==> src/rtl/parking_pkg.sv <==
// Shared types and beam patterns for the parking sensor emitter and its matching detector.
// Patterns are packed as {sensor_a, sensor_b}.
package parking_pkg;

  typedef enum logic [1:0] {
    IDLE = 2'd0,
    PH1  = 2'd1,
    PH2  = 2'd2,
    PH3  = 2'd3
  } state_e;

  typedef enum logic {
    ENTER = 1'b0,
    EXIT  = 1'b1
  } dir_e;

  localparam logic [1:0] PAT_CLEAR = 2'b00;
  localparam logic [1:0] PAT_A     = 2'b10;
  localparam logic [1:0] PAT_AB    = 2'b11;
  localparam logic [1:0] PAT_B     = 2'b01;

  // An exit is the entry sequence with the roles of the two beams swapped.
  function automatic logic [1:0] phase_pattern(input dir_e dir, input state_e st);
    logic [1:0] pat;
    pat = PAT_CLEAR;
    case (st)
      PH1:     pat = (dir == ENTER) ? PAT_A : PAT_B;
      PH2:     pat = PAT_AB;
      PH3:     pat = (dir == ENTER) ? PAT_B : PAT_A;
      default: pat = PAT_CLEAR;
    endcase
    return pat;
  endfunction

endpackage

==> src/rtl/parking_sensor_emitter_dwell_timer.sv <==
// Loadable down-counter that times one sensor phase.
// expire is high in the last of the DWELL cycles that follow a load.
module dwell_timer
  import parking_pkg::*;
#(
  parameter int DWELL = 4
) (
  input  logic clk,
  input  logic reset_n,
  input  logic load,
  input  logic count,
  output logic expire
);

  localparam logic [7:0] RELOAD = 8'(DWELL - 1);

  logic [7:0] count_q;
  logic [7:0] count_d;

  always_comb begin
    count_d = count_q;
    if (load) begin
      count_d = RELOAD;
    end else if (count && (count_q != 8'd0)) begin
      count_d = count_q - 8'd1;
    end
  end

  always_ff @(posedge clk) begin
    if (!reset_n) begin
      count_q <= 8'd0;
    end else begin
      count_q <= count_d;
    end
  end

  assign expire = (count_q == 8'd0);

endmodule

==> src/rtl/parking_sensor_emitter.sv <==
// Emits the two-beam pattern of a car entering or leaving, for driving a detector under test.
// Optional occupancy counter enabled by defining PSE_OCCUPANCY_EN.
module parking_sensor_emitter
  import parking_pkg::*;
#(
  parameter int DWELL    = 4,
  parameter int CAPACITY = 15
) (
  input  logic       clk,
  input  logic       reset_n,
  input  logic       start_enter,
  input  logic       start_exit,
  output logic       sensor_a,
  output logic       sensor_b,
  output logic       busy,
  output logic       done
`ifdef PSE_OCCUPANCY_EN
  ,
  output logic [3:0] occupancy
`endif
);

  if (CAPACITY < 0 || CAPACITY > 15) begin : g_capacity_check
    $error("CAPACITY must fit the 4-bit occupancy count");
  end

  state_e     state_q, state_d;
  dir_e       dir_q, dir_d;
  logic [1:0] pat_q, pat_d;
  logic       busy_q, busy_d;
  logic       done_q, done_d;

  logic timer_load;
  logic timer_count;
  logic timer_expire;

`ifdef PSE_OCCUPANCY_EN
  localparam logic [3:0] CAP = 4'(CAPACITY);

  logic [3:0] occ_q, occ_d;
`endif

  dwell_timer #(
    .DWELL (DWELL)
  ) u_dwell_timer (
    .clk     (clk),
    .reset_n (reset_n),
    .load    (timer_load),
    .count   (timer_count),
    .expire  (timer_expire)
  );

  // Outputs are computed for the next state so every port comes straight from a flop.
  always_comb begin
    state_d     = state_q;
    dir_d       = dir_q;
    pat_d       = pat_q;
    busy_d      = busy_q;
    done_d      = 1'b0;
    timer_load  = 1'b0;
    timer_count = 1'b0;
`ifdef PSE_OCCUPANCY_EN
    occ_d       = occ_q;
`endif

    case (state_q)
      IDLE: begin
        pat_d  = PAT_CLEAR;
        busy_d = 1'b0;
        if (start_enter || start_exit) begin
          dir_d      = start_enter ? ENTER : EXIT;
          state_d    = PH1;
          pat_d      = phase_pattern(dir_d, PH1);
          busy_d     = 1'b1;
          timer_load = 1'b1;
        end
      end

      PH1: begin
        if (timer_expire) begin
          state_d    = PH2;
          pat_d      = phase_pattern(dir_q, PH2);
          timer_load = 1'b1;
        end else begin
          timer_count = 1'b1;
        end
      end

      PH2: begin
        if (timer_expire) begin
          state_d    = PH3;
          pat_d      = phase_pattern(dir_q, PH3);
          timer_load = 1'b1;
        end else begin
          timer_count = 1'b1;
        end
      end

      PH3: begin
        if (timer_expire) begin
          state_d = IDLE;
          pat_d   = PAT_CLEAR;
          busy_d  = 1'b0;
          done_d  = 1'b1;
`ifdef PSE_OCCUPANCY_EN
          if (dir_q == ENTER) begin
            if (occ_q < CAP) occ_d = occ_q + 4'd1;
          end else begin
            if (occ_q != 4'd0) occ_d = occ_q - 4'd1;
          end
`endif
        end else begin
          timer_count = 1'b1;
        end
      end

      default: begin
        state_d = IDLE;
        pat_d   = PAT_CLEAR;
        busy_d  = 1'b0;
      end
    endcase
  end

  always_ff @(posedge clk) begin
    if (!reset_n) begin
      state_q <= IDLE;
      dir_q   <= ENTER;
      pat_q   <= PAT_CLEAR;
      busy_q  <= 1'b0;
      done_q  <= 1'b0;
    end else begin
      state_q <= state_d;
      dir_q   <= dir_d;
      pat_q   <= pat_d;
      busy_q  <= busy_d;
      done_q  <= done_d;
    end
  end

`ifdef PSE_OCCUPANCY_EN
  always_ff @(posedge clk) begin
    if (!reset_n) begin
      occ_q <= 4'd0;
    end else begin
      occ_q <= occ_d;
    end
  end

  assign occupancy = occ_q;
`endif

  assign sensor_a = pat_q[1];
  assign sensor_b = pat_q[0];
  assign busy     = busy_q;
  assign done     = done_q;

endmodule

==> config.mk <==
export PLATFORM = sky130hd
export DESIGN_NAME = parking_sensor_emitter
export DESIGN_NICKNAME = d
export VERILOG_FILES = /design/src/rtl/parking_pkg.sv /design/src/rtl/parking_sensor_emitter_dwell_timer.sv /design/src/rtl/parking_sensor_emitter.sv
export SDC_FILE = /design/constraint.sdc
export NUM_CORES = 1
export LEC_CHECK = 0
export ABC_AREA = 1
export ABC_CLOCK_PERIOD_IN_PS = 2200
export CORE_MARGIN = 2
export CORE_UTILIZATION = 60
export DETAILED_ROUTE_END_ITERATION = 8
export MAX_ROUTING_LAYER = met4
export PLACE_DENSITY = 0.88
export SLEW_MARGIN = 10
export SYNTH_ARGS = -nofsm -noshare
export SYNTH_HDL_FRONTEND = slang
export SYNTH_SLANG_ARGS = --single-unit
==> constraint.sdc <==
create_clock -name clk -period 2.2 [get_ports clk]
set_input_delay 0.44 -clock clk [delete_from_list [all_inputs] [get_ports clk]]
set_output_delay 0.44 -clock clk [all_outputs]
set_load 0.005 [all_outputs]
==> summary.md <==
| Metric | Value |
|---|---|
| Yosys top cell by area | dfxtp_1 |
| Nets | 160 |
| Via density | about 5.2 |
| Antenna cells | 0 |
| Initial antenna violation count | 0 |
| Count of final setup violators | 0 |
| Worst Tran Pin Value | approximately 0.3 ns |
| Sink Count | 15 |
| Ys async rst share | 0% |
| Post-placement cell count | 160 |
| Overflow after GRT | 0 |
| Dpl hpwl | approximately 1400 µm |
| Peak Freq | 642 MHz |
| Max-Cap Viols | 0 |
| Max-slew violations | 0 |
| Synth top area share | 30.9% |
| Post-synth EDFFs | 0 |
| Via count | 846 |
| Count leader, synth | nand2_1 |
| Placer Congestion | 0.918 |
| Postcts setup bufs | 0 |
| FILL cells | 119 |
| Largest net degree at the start of global routing | 9 |
| Area Overhead vs Synth | 12.0% |
| Area contributors post-synth | dfxtp_1 (31%), nand2_1 (12%), ha_1 (9.0%), inv_1 (7.3%), nor2_1 (7.3%) |
| Final period utilization | 70.8% |
| RSZ-0062 raised after global routing | no |
| Slew headroom | 79.4% |
| Met3 GRT Util | 3.67% |
| Sequential element share of the synthesized area | 30.9% |
| CP Data Required Time | 1.76 ns |
| CP max stage delay | ~0.50 ns |
| P per Cell Area | 1620 nW/µm² |
| Critical Path, Cell by Cell | clkdlybuf4s50_1 |
| Die X | 44.3 µm |
| Resized Gates After CTS | 0 |
| DR iter-0 viols | 33 |
| Pre-antenna DRT Iters | 4 |
| Detailed-route wire length | 1820 µm |
| Min Tclk post-route | 1.56 ns |
| Setup_tns | 0 ns |
| Num ports | 8 |
| Crit. End Element | primary output |
| #FFs+latches synth | 15 |
| H-tree depth | 1 |
| Hold crit path type | flop to flop |
| Netlist cell types | 23 |
| Syn_nets | 148 |
| Status | complete, no violations |
| Avg Cell Area, Syn | 7.10 µm² |
| DIE AREA | 1960 µm² |
| CTS Hold Bufs | 0 |
| Crit-path leading delay family | buffers and inverters |
| Die height | 44.3 µm |
| Core Footprint | approximately 1500 µm² |
| Post-Synthesis Cells | 137 |
| Rows | 14 |
| CTS root buf | clkbuf_4 |
| VDD IR max | 0.987 mV |
| Area of the mapped netlist | 972 µm² |
| Layout cells sized above 1 | 14.9% |
| ANT nets after route | 0 |
| CTS tree | built |
| Wirelength per Cell | 11.1 µm |
| GR met2 Demand/Resource | 35.6% |
| PortBufs | 7 |
| Starting Density | 64.5% |
| Number of global-route vias before repair | just over 800 |
| Clock skew | 0.000287 ns |
| Worst EP arrival | 1.12 ns |
| Fin cells | around 160 |
| Worst setup SP type | flop |
| Met1 track utilization from global routing | between 20% and 30% |
| CP Max Fanout | 2 |
| CTS Buffer Depth | 2 |
| Worst skew pair latency | about 0.28 ns |
| First-pass GRT wire length | around 3300 µm |
| Ys Warns | 0 |
| Grt peak-use layer | met2 |
| CTS Buf Count | 3 |
| Pleak | 0.492 nW |
| Final hold viol count | 0 |
| Reg clk slew, reported paths | 0.08 ns |
| Prevailing post-synth register cell | dfxtp_1 |
| Total GRT Usage | 23.6% |
| Commonest cells in the netlist | nand2_1 (30), inv_1 (19), nor2_1 (19) |
| DRC viols | 0 |
| CP bufs+invs | 1 |
| Critical path class | flop to primary output |
| Crit-path slowest cell | clkdlybuf4s50_1 |
==> logic make-up after synthesis <==
kind of cell	after synthesis	share of synthesized area (%)
AO/OA/AOI/OAI	23	17.0
adder cells (fa/ha/maj)	7	9.01
buffers and inverters	21	8.11
flip-flops	15	30.9
AND/OR/NAND/NOR	71	35.0
==> area by class of cell <==
class	count	area (µm²)	share of cell area, %
multi-input combinational	101	593	54.5
sequential	15	300	27.6
inverter	21	78.8	7.24
timing repair buffer	7	70.1	6.44
clock buffer	4	26.3	2.41
tap	16	20.0	1.84
==> where the power goes <==
part | internal [W] | total [W] | switching (W)
clock | 0.0000704 | 0.000153 | 0.0000825
sequential | 0.000359 | 0.000438 | 0.0000796
combinational | 0.000435 | 0.00117 | 0.000736
total | 0.000864 | 0.00176 | 0.000898
==> registers in the layout (all words and copies together), names as in the netlist <==
| register | flops |
|---|---|
| dir_q | 1 |
| state_q | 2 |
| done | 1 |
| busy | 1 |
| u_dwell_timer.count_q | 8 |
| pat_q | 2 |
==> through the flow <==
step	utilization (%)	total power [W]	hold slack, ns	cell area, µm²	setup WS, ns
after global placement	70.5	0.00157	0.466	1060	0.624
after detailed placement	70.5	0.00161	0.480	1060	0.593
after global routing	72.3	0.00196	0.526	1090	0.586
after CTS	72.3	0.00177	0.493	1090	0.633
final	72.3	0.00176	0.490	1090	0.643
after floorplan	-	0.00138	0.472	972	0.917
==> routing by layer <==
metal	up-vias	part of all wire [%]
met1	370	49
met4	0	2.4
li1	456	-
met2	16	45
met5	-	0
met3	4	3.0
==> worst paths after layout <==
| kind | from | end | slack (ns) | cells past startpoint |
|---|---|---|---|---|
| hold reg to reg | busy$_SDFFE_PN0P_ | busy$_SDFFE_PN0P_ | 0.49 | 2 |
| setup / recovery | pat_q[0]$_SDFFE_PN0P_ | sensor_b | 0.64 | 1 |
| setup reg to reg | state_q[0]$_SDFFE_PN0P_ | pat_q[0]$_SDFFE_PN0P_ | 0.77 | 8 |
| hold / removal | busy$_SDFFE_PN0P_ | busy$_SDFFE_PN0P_ | 0.49 | 2 |
==> placed cells by master (no fill, tap or decap), drive strengths merged <==
cell / Yosys / final
a211oi: 1 / 1
a21boi: 1 / 1
a21oi: 13 / 13
and2: 1 / 1
clkbuf: 0 / 4
clkdlybuf4s50: 0 / 7
dfxtp: 15 / 15
ha: 7 / 7
inv: 21 / 21
nand2: 35 / 35
nand3: 9 / 9
nand3b: 1 / 1
nand4: 1 / 1
nor2: 23 / 23
nor3: 1 / 1
o21ai: 8 / 8
Note: power is estimated with default switching activity, not from simulation.
